$ cat src/rtl/ode_result_unloader_pkg.sv
// Shared constants and FSM encoding for the solver-result unloader.
// RAM geometry matches the chip's 13-bit address / 64-bit data result store.
package ode_result_unloader_pkg;

    localparam int unsigned RamAddrWidth = 13;
    localparam int unsigned RamDataWidth = 64;
    localparam int unsigned CpuBusWidth  = 32;

    typedef enum logic [2:0] {
        StIdle   = 3'd0,
        StFetch  = 3'd1,
        StWait   = 3'd2,
        StSendLo = 3'd3,
        StSendHi = 3'd4,
        StFinish = 3'd5
    } unload_state_e;

endpackage

$ cat src/rtl/ode_result_unloader.sv
// Reads 64-bit result words from the solver RAM and streams each to the CPU as two
// 32-bit beats (low half first), every beat under a valid/ack handshake.
module ode_result_unloader
    import ode_result_unloader_pkg::*;
#(
    parameter int unsigned RAM_ADDRESS_WIDTH = RamAddrWidth,
    parameter int unsigned DATA_WIDTH        = RamDataWidth,
    parameter int unsigned BUS_WIDTH         = CpuBusWidth
) (
    input  logic                         CLK,
    input  logic                         RST,
    input  logic                         Start,
    input  logic [RAM_ADDRESS_WIDTH-1:0] Base_Address,
    input  logic [RAM_ADDRESS_WIDTH:0]   Word_Count,
    output logic [RAM_ADDRESS_WIDTH-1:0] RAM_RD_Address,
    input  logic [DATA_WIDTH-1:0]        RAM_RD_Data,
    input  logic                         CPU_Ack,
    output logic [BUS_WIDTH-1:0]         CPU_Bus_Out,
    output logic                         CPU_Bus_OE,
    output logic                         Data_Valid,
    output logic                         Busy,
    output logic                         Done_Unloading
);

    localparam logic [RAM_ADDRESS_WIDTH-1:0] AddrOne  = 1;
    localparam logic [RAM_ADDRESS_WIDTH:0]   CountOne = 1;

    unload_state_e                state_q, state_d;
    logic [RAM_ADDRESS_WIDTH-1:0] addr_q, addr_d;
    logic [RAM_ADDRESS_WIDTH:0]   remaining_q, remaining_d;
    logic [DATA_WIDTH-1:0]        hold_q, hold_d;
    // Set for the single cycle after a low-beat ack, forcing Data_Valid low.
    logic                         ackd_q, ackd_d;
    logic                         done_q, done_d;

    always_ff @(posedge CLK or posedge RST) begin
        if (RST) begin
            state_q <= StIdle;
        end else begin
            state_q <= state_d;
        end
    end

    always_comb begin
        state_d = state_q;
        unique case (state_q)
            StIdle: begin
                if (Start) begin
                    state_d = (Word_Count == '0) ? StFinish : StFetch;
                end
            end
            StFetch:  state_d = StWait;
            StWait:   state_d = StSendLo;
            StSendLo: begin
                if (ackd_q) begin
                    state_d = StSendHi;
                end
            end
            StSendHi: begin
                if (CPU_Ack) begin
                    state_d = (remaining_q == CountOne) ? StFinish : StFetch;
                end
            end
            StFinish: state_d = StIdle;
            default:  state_d = StIdle;
        endcase
    end

    always_comb begin
        addr_d      = addr_q;
        remaining_d = remaining_q;
        hold_d      = hold_q;
        ackd_d      = 1'b0;
        done_d      = (state_q == StFinish);
        unique case (state_q)
            StIdle: begin
                if (Start) begin
                    addr_d      = Base_Address;
                    remaining_d = Word_Count;
                end
            end
            StWait:   hold_d = RAM_RD_Data;
            StSendLo: ackd_d = !ackd_q && CPU_Ack;
            StSendHi: begin
                if (CPU_Ack) begin
                    addr_d      = addr_q + AddrOne;
                    remaining_d = remaining_q - CountOne;
                end
            end
            default: ;
        endcase
    end

    always_ff @(posedge CLK or posedge RST) begin
        if (RST) begin
            addr_q      <= '0;
            remaining_q <= '0;
            hold_q      <= '0;
            ackd_q      <= 1'b0;
            done_q      <= 1'b0;
        end else begin
            addr_q      <= addr_d;
            remaining_q <= remaining_d;
            hold_q      <= hold_d;
            ackd_q      <= ackd_d;
            done_q      <= done_d;
        end
    end

    // Outputs decode straight from state so a reset drops OE/Valid/Busy without a clock.
    always_comb begin
        CPU_Bus_Out = '0;
        CPU_Bus_OE  = 1'b0;
        Data_Valid  = 1'b0;
        Busy        = 1'b0;
        unique case (state_q)
            StFetch, StWait: Busy = 1'b1;
            StSendLo: begin
                CPU_Bus_Out = hold_q[BUS_WIDTH-1:0];
                CPU_Bus_OE  = 1'b1;
                Data_Valid  = !ackd_q;
                Busy        = 1'b1;
            end
            StSendHi: begin
                CPU_Bus_Out = hold_q[DATA_WIDTH-1:BUS_WIDTH];
                CPU_Bus_OE  = 1'b1;
                Data_Valid  = 1'b1;
                Busy        = 1'b1;
            end
            default: ;
        endcase
    end

    assign RAM_RD_Address = addr_q;
    assign Done_Unloading = done_q;

endmodule

$ cat config.mk
export PLATFORM = sky130hd
export DESIGN_NAME = ode_result_unloader
export DESIGN_NICKNAME = d
export VERILOG_FILES = /design/src/rtl/ode_result_unloader_pkg.sv /design/src/rtl/ode_result_unloader.sv
export SDC_FILE = /design/constraint.sdc
export NUM_CORES = 1
export LEC_CHECK = 0
export ABC_AREA = 1
export CAP_MARGIN = 20
export CORE_MARGIN = 2
export CORE_UTILIZATION = 51
export CTS_BUF_LIST = sky130_fd_sc_hd__clkbuf_8 sky130_fd_sc_hd__clkbuf_16
export CTS_CLUSTER_DIAMETER = 30
export CTS_CLUSTER_SIZE = 12
export DETAILED_ROUTE_END_ITERATION = 7
export HOLD_SLACK_MARGIN = 0.1
export PLACE_DENSITY = 0.89
export REMOVE_ABC_BUFFERS = 1
export SETUP_SLACK_MARGIN = 0.15
export SLEW_MARGIN = 20
export SYNTH_ARGS = -nofsm -noshare
export SYNTH_HDL_FRONTEND = slang
export SYNTH_SLANG_ARGS = --single-unit
$ cat constraint.sdc
create_clock -name CLK -period 6 [get_ports CLK]
set_clock_uncertainty 0.05 [all_clocks]
set_input_delay 1.8 -clock CLK [delete_from_list [all_inputs] [get_ports CLK]]
set_output_delay 1.8 -clock CLK [all_outputs]
set_load 0.01 [all_outputs]
==> flow_metrics.tcl <==
set metrics [dict create \
    final_cell_area_sq_um 6600 \
    post_dp_cell_area_sq_um 6380 \
    fillers 721 \
    clk_pin_slew_ns 0.08 \
    antenna_found_initial 0 \
    numCtsBuffers 9 \
    num_io_pins 144 \
    cts.sinks 96 \
    drive_above_1_share 0.0723 \
    dieWidth_um 102 \
    vias_per_cell 5.20 \
    postCtsHoldBufs 0 \
    crit_family "buffers and inverters" \
    cp-startpoint "state_q[2]" \
    fp.dieH_um 102 \
    slew_violations 0 \
    path_class "reg2out" \
    die-area_sq_um 10400 \
    post-route-worst-setup-slack_ns 1.32 \
    cp_max_fo 25 \
    cts_buffer_depth 2 \
    p_leak_nw 3.00 \
    rsz0062_at_grt "no" \
    grt_max_degree 105 \
    overflow 0 \
    syn_inst 626 \
    cts_tree "yes" \
    nets 854 \
    firstDrtPassIters 5 \
    seq_area_frac_synth 0.492 \
    cts_resized 0 \
    required_ns 4.15 \
    grt_pass1_vias 4607 \
    row_count 35 \
    tns_ns 0 \
    utilization 0.711 \
    fmax_mhz 214 \
    status "complete, no violations" \
    tightest_slew_ns 0.991 \
    r2r-start "state_q[2]" \
    core_sq_um 9280 \
    final_common_cell "clkdlybuf4s50_1" \
    ir_worst_vdd_mv 0.265 \
    hold_viol_final 0 \
    post_cts_buffers 0 \
    port_buffers 143 \
    yosysWarnings 0 \
    powerDensity_nw_per_um2 490 \
    slowest_delay_ns 0.67 \
    first_iter_violations 189 \
    relSlewSlack 0.339 \
    clock_latency_ns 0.37 \
    cp_num_buf_inv 2 \
    antenna_cells 0 \
    synth-seq-cells 96 \
    rrSetupSlack_ns 3.28 \
    synthTopCellsByArea "dfrtp_1 49%, nand2_1 11%, nor2_1 8.6%" \
    cts_htree_levels 3 \
    drc 0 \
    start_util 0.526 \
    whs_ns 0.464 \
    layout_common_cells "143 x clkdlybuf4s50_1, 138 x nand2_1, 112 x nor2_1" \
    root_buffer "clkbuf_8" \
    synth_area_sq_um 4880 \
    synth.top_cell.area_share 0.492 \
    final_cells 890 \
    fin_crit_sh 0.780 \
    setup_viol 0 \
    wl_per_cell_um 14.4 \
    start_kind "register" \
    slowest_stage "dfrtp_1" \
    yosysTopAreaCell "dfrtp_1" \
    end_kind "primary output" \
    grt_util_all_layers 0.258 \
    hold_path.class "reg2reg" \
    totalWireLength_um 12800 \
    crit_chain "nand2_2 -> inv_2 -> nand2_1 -> o21ai_0 -> clkdlybuf4s50_1" \
    dp_cells 874 \
    crit_arrival_ns 2.83 \
    grt_pass1_wl_um 21200 \
    area_delta_synth_final_pct 35.2 \
    total_power_mw 3.24 \
    gp_congestion 0.857 \
    hpwl_um 9100 \
    num_vias 4625 \
    syn_area_per_cell_sq_um 7.80 \
    cap_violations 0 \
    hp-start "hold_q[1]" \
    ant_nets 0 \
    preCtsSetupSlack_ns 1.72 \
    synth_cell_types 28 \
    period_needed_ns 4.68 \
]
layer usage:
layer	track usage	vias to the layer above	wire, um
met5	0	-	0
met3	0.0848	23	1130
met4	0.0769	0	244
met2	0.433	170	6340
met1	0.321	2182	5130
li1	-	2250	-
worst register-to-register path, delay by kind of cell, from the launching register on:
kind | cells | cell delay (ns)
buf+inv | 2 | 1.01
flops | 1 | 0.67
simple gates | 1 | 0.44
compound gates | 3 | 0.42
cell usage after synthesis (all sizes together):
master / count
nand2: 140
nor2: 114
dfrtp: 96
inv: 68
o21ai: 49
a21oi: 45
nand3: 30
mux2: 24
buf: 21
o22ai: 8
clkbuf: 7
nand4: 4
a31oi: 3
ha: 3
o211ai: 3
or2: 3
xor2: 3
nand3b: 2
nor3: 1
nor3b: 1
o21bai: 1
layout make-up:
type	count	area (sq um)	share of cell area
clock inverter	7	93.8	0.0142
clock buffer	9	124	0.0188
timing repair buffer	147	1460	0.221
tap	129	161	0.0244
multi-input combinational	434	2100	0.318
inverter	68	258	0.0390
sequential	96	2400	0.364
sequential cells by signal (all words and copies together), names as in the netlist:
| name | cells |
|---|---|
| RAM_RD_Address | 13 |
| remaining_q | 14 |
| hold_q | 64 |
| Done_Unloading | 1 |
| state_q | 3 |
| ackd_q | 1 |
report_power, final:
part	switching, mW	internal [mW]	leakage, nW
clock network	0.233	0.236	0.111
registers	0.222	0.970	1.11
logic	0.843	0.734	1.78
logic make-up (layout without fill, tap and decap cells):
logic type | count (synthesis) | in the layout | share of synthesized area
flip-flops | 96 | 96 | 0.492
buffers and inverters | 96 | 231 | 0.0794
AND/OR/NAND/NOR | 295 | 295 | 0.243
multiplexers | 24 | 24 | 0.0553
XOR/XNOR | 3 | 3 | 0.00538
adder cells (fa/ha/maj) | 3 | 3 | 0.00769
AO/OA/AOI/OAI | 109 | 109 | 0.117
final timing paths:
path / to / depth (start not counted)
hold / removal: hold_q[1] / 2
hold reg to reg: hold_q[1] / 2
max in group asynchronous: hold_q[23] / 3
setup / recovery: CPU_Bus_Out[14] / 5
setup reg to reg: RAM_RD_Address[6] / 6
min in group asynchronous: hold_q[17] / 2
Power figures use the tool's default switching activity.
==> variant 1, RTL diff (same settings) <==
Make the reset (`RST`) synchronous in 2 clocked blocks.
--- a/src/rtl/ode_result_unloader.sv
+++ b/src/rtl/ode_result_unloader.sv
@@ -33,7 +33,7 @@
     logic                         ackd_q, ackd_d;
     logic                         done_q, done_d;
 
-    always_ff @(posedge CLK or posedge RST) begin
+    always_ff @(posedge CLK) begin
         if (RST) begin
             state_q <= StIdle;
         end else begin
@@ -91,7 +91,7 @@
         endcase
     end
 
-    always_ff @(posedge CLK or posedge RST) begin
+    always_ff @(posedge CLK) begin
         if (RST) begin
             addr_q      <= '0;
             remaining_q <= '0;
Behaviour: differs if RST is asserted again (counterexample within 4 cycles, from zero or initial values and one cycle with RST high); with RST held inactive, the same outputs for 10 cycles.
==> variant 1 against the unedited design <==
Routed wire length down 1.0%. Setup slack worse by 0.20 ns. Area after synthesis down 4.7%. Final area down 5.6%. Final cell count up 2.0%. Sequential cell count unchanged. Critical path depth down 1. Power down 32%.
==> variant 1: results (changes against the unedited design) <==
Reg-to-reg slack, setup - 2.75 ns (-0.53 ns)
Reg clk slew, reported paths - 0.10 ns (+0.02 ns)
Largest net degree at the start of global routing - 129 (+23%)
Vias in the first global route - 4605 (-0.043%)
CP arrival - 3.03 ns (+0.20 ns)
Asr flop ratio synth - 0% (-100 points)
Ys flop type - dfxtp_1
Pleak - 0.002361 uW (-21%)
Adder-cell share of the synthesized area - 0.8065% (+0.038 points)
Reg2reg start - state_q[2]
Largest cells by area after synthesis - dfxtp_1, a21oi_1, o21ai_0
Most common library cells after synthesis - nand2_1, dfxtp_1, inv_1
Netlist cell types - 29 (+3.6%)
Outcome - complete, no violations
Max IR drop VDD - 178.7 uV (-32%)
Dpl hpwl - 8875 um (-2.5%)
DR vias/cell - 5.436 (+4.6%)
Maximum fanout along the worst path - 32 (+28%)
Critical path's slowest cell - dfxtp_1
Routed WL per cell - 14.00 um (-3.0%)
FF-to-FF End - RAM_RD_Address[2]
Final WL - 12720 um (-1.0%)
CP max stage delay - 0.93 ns (+0.26 ns)
# fillers - 655 (-9.2%)
FF-to-FF path depth - 7 (+1)
Antenna violations before repair - 0 (unchanged)
Global placer's final weighted congestion - 0.9661 (+13%)
Cells after Synth - 681 (+8.8%)
DRT iter0 DRCs - 375 (+98%)
Post-synthesis compound-gate area fraction - 24.27% (+13 points)
Sequential fraction of the synthesis area - 41.29% (-7.9 points)
Fin nets - 893 (+4.6%)
CTS resizes - 0 (unchanged)
Row cnt - 34 (-2.9%)
Cell chosen for the clock root - clkbuf_8
Multiplexer share of the synthesized area - 0% (-5.5 points)
Placed Area - 6027 sq um (-5.6%)
## variant 1: cell count changes in the layout (fill, tap and decap cells not counted), moves of 4 or more
| cell | unedited run | this run |
|---|---|---|
| o21ai_1 | 3 | 8 |
| mux2_2 | 24 | 0 |
| dfrtp_1 | 96 | 0 |
| o21ai_0 | 46 | 82 |
| nand2_1 | 138 | 102 |
| inv_1 | 65 | 94 |
| nand4_1 | 4 | 8 |
| nor2_1 | 112 | 63 |
| dfxtp_1 | 0 | 96 |
| o22ai_1 | 8 | 33 |
| a21oi_1 | 45 | 90 |
## variant 1: power by group
part	switching [uW]	internal, uW	leakage (uW)
clock network	246	161	0.0000980
registers	116	819	0.000788
logic	525	338	0.00148
total	887	1320	0.00236
## variant 1: kinds of logic after synthesis
group / Yosys count
AOI/OAI and AO/OA: 216
DFF: 96
and+or+nand+nor: 224
buffers and inverters: 142
adders and majority gates: 3
## variant 1: worst max-delay path: cells and delay by family (launching register included)
| family | cells | cell delay, ns |
|---|---|---|
| flops | 1 | 0.93 |
| buf+inv | 2 | 1.00 |
| simple gates | 1 | 0.55 |
| compound gates | 1 | 0.18 |
## variant 1: metrics by stage
step | hold WS, ns | util (%) | setup WS (ns)
after global placement | 0.3918 | 68.44 | 1.715
final | 0.4062 | 70.79 | 1.118
after global routing | 0.4358 | 70.79 | 0.9262
after CTS | 0.4103 | 70.56 | 1.173
after detailed placement | 0.3969 | 68.44 | 1.594
after floorplan | 0.3818 | - | 0.9572
## variant 1: layer usage
layer / GRT usage [%] / vias up / wire [um]
met1: 33.07 / 2212 / 5355
met3: 6.535 / 17 / 1307
met5: 0 / - / 0
met2: 42.20 / 244 / 5884
li1: - / 2463 / -
met4: 7.482 / 0 / 168
## variant 1: how the worst min path moves through the flow
stage,startpoint,endpoint,slack [ns],cells past startpoint
2_1_floorplan,hold_q[0],hold_q[0],0.38,2
3_3_place_gp,hold_q[47],hold_q[47],0.39,2
3_5_place_dp,hold_q[52],hold_q[52],0.40,2
4_1_cts,hold_q[52],hold_q[52],0.41,2
5_1_grt,hold_q[63],hold_q[63],0.44,2
6_report,hold_q[34],hold_q[34],0.41,2
## variant 1: cell type report
cell class | instances | share of cell area [%]
multi-input cells | 443 | 34.52
flip-flops and latches | 96 | 30.83
repair buffers | 146 | 23.52
inverters | 99 | 5.961
well taps | 108 | 2.168
clock buffers | 9 | 1.987
clock inverters | 7 | 1.004
==> variant 2, RTL diff (same settings) <==
Made on the original files. `RamAddrWidth`: 13 -> 12.
--- a/src/rtl/ode_result_unloader_pkg.sv
+++ b/src/rtl/ode_result_unloader_pkg.sv
@@ -2,7 +2,7 @@
 // RAM geometry matches the chip's 13-bit address / 64-bit data result store.
 package ode_result_unloader_pkg;
 
-    localparam int unsigned RamAddrWidth = 13;
+    localparam int unsigned RamAddrWidth = 12;
     localparam int unsigned RamDataWidth = 64;
     localparam int unsigned CpuBusWidth  = 32;
 
Interface: changed (resized Base_Address, RAM_RD_Address and Word_Count); port bits go from 144 to 141. No check against the original RTL was run, so the function may have changed too.
==> variant 2 against the unedited design <==
Maximum frequency is 1.1% higher. Area after synthesis is 0.92% lower. Highest routed layer unchanged. Hold slack better by 0.0030 ns. Sequential cell count is 2 lower. Via count is 1.6% lower. Largest power group unchanged. Die area is 0.88% lower. Routed wire length is 2.9% lower. Power is 3.1% lower. Final area is 2.3% lower. Setup slack better by 0.049 ns. Critical endpoint is now CPU_Bus_Out[12].
==> variant 2: results (changes against the unedited design) <==
Largest net degree at the start of global routing - 104 (-0.95%)
Buffers excl. clock - 142 (-3.4%)
Cell total after placement - 852 (-2.5%)
Met3 Use GR - 5.728% (-2.8 points)
CTS sink cnt - 94 (-2.1%)
Met2 Use GR - 39.94% (-3.3 points)
Storage cell area - 2352 sq um (-2.1%)
Met3 WL - 1106 um (-1.7%)
Dpl ws - 1.790 ns (+0.07400 ns)
Non-clk buf share - 21.97% (-0.17 points)
Placed Area - 6256 sq um (-2.0%)
DRT iter0 DRCs - 283 (+50%)
Rel. slew slack - 29.00% (-4.9 points)
Fraction of standard cell area in multi-input logic - 31.83% (about the same)
P&R area growth vs syn - 33.22%
Largest cells by area after synthesis - dfrtp_1, nand2_1, nor2_1
DR vias/cell - 5.244 (+0.92%)
CP endpoint - CPU_Bus_Out[12]
Hold wc startpoint - hold_q[11]
Vias post-DR - 4552 (-1.6%)
Clkbuf count - 10 (+1)
Non-Clock Inverter Count - 72 (+5.9%)
Pleak - 0.002927 uW (-2.6%)
Dpl hpwl - 8784 um (-3.5%)
IO Port Bufs - 140 (-2.1%)
Layout cell share with drive strength beyond 1 - 8.119% (+0.89 points)
M1 GR Usage - 35.24% (+3.1 points)
FF-to-FF path depth - 8 (+2)
Netlist cell types - 32 (+14%)
CP max stage delay - 0.61 ns (-0.06 ns)
CP arrival - 2.78 ns (-0.05 ns)
Vias in the first global route - 4446 (-3.5%)
# fillers - 697 (-3.3%)
Final WL - 12470 um (-2.9%)
Post-Synth XOR/XNOR Area - 0.3619% (-0.18 points)
Critical path's slowest cell - clkdlybuf4s50_1
Outcome - complete, no violations
Max IR drop VDD - 253.7 uV (-4.1%)
Count of multi-input combinational gates - 415 (-4.4%)
Routed wl met2 - 5932 um (-6.5%)
Clk cell area share - 2.950% (-0.35 points)
Cells after Synth - 608 (-2.9%)
Fin nets - 830 (-2.8%)
Synthesized area per cell - 7.960 sq um (+2.0%)
FF-to-FF End - state_q[0]
Global placer's final weighted congestion - 0.9092 (+6.1%)
Reg clk slew, reported paths - 0.10 ns (+0.02 ns)
Multiplexer share of the synthesized area - 5.817% (+0.28 points)
Reg-to-reg slack, setup - 3.44 ns (+0.16 ns)
Sequential fraction of the synthesis area - 48.60% (-0.58 points)
M1 WL - 5199 um (+1.3%)
First-pass GRT wire length - 20870 um (-1.6%)
-- variant 2: logic make-up after synthesis --
kind of cell | Yosys count
adders and majority gates | 3
buffers and inverters | 99
muxes | 25
and+or+nand+nor | 277
AOI/OAI and AO/OA | 108
DFF | 94
xor gates and xnor gates | 2
-- variant 2: how the worst min path moves through the flow --
stage,cells after the start,end,slack (ns)
after floorplan,2,remaining_q[12],0.42
after global placement,1,hold_q[63],0.44
after detailed placement,2,hold_q[11],0.45
after CTS,2,hold_q[11],0.47
after global routing,1,hold_q[42],0.49
final,2,hold_q[11],0.47
-- variant 2: worst min-delay path, cell delays in order (launching register included) --
cell and delay, ns:
dfrtp_1 0.37, inv_1 0.06, a21oi_1 0.06
-- variant 2: report_power, final --
group	total, uW	leakage (uW)	internal [uW]	switching (uW)
Combinational	1570	0.00176	717	855
Sequential	1160	0.00108	948	208
Clock	408	0.0000914	169	239
Total	3140	0.00293	1830	1300
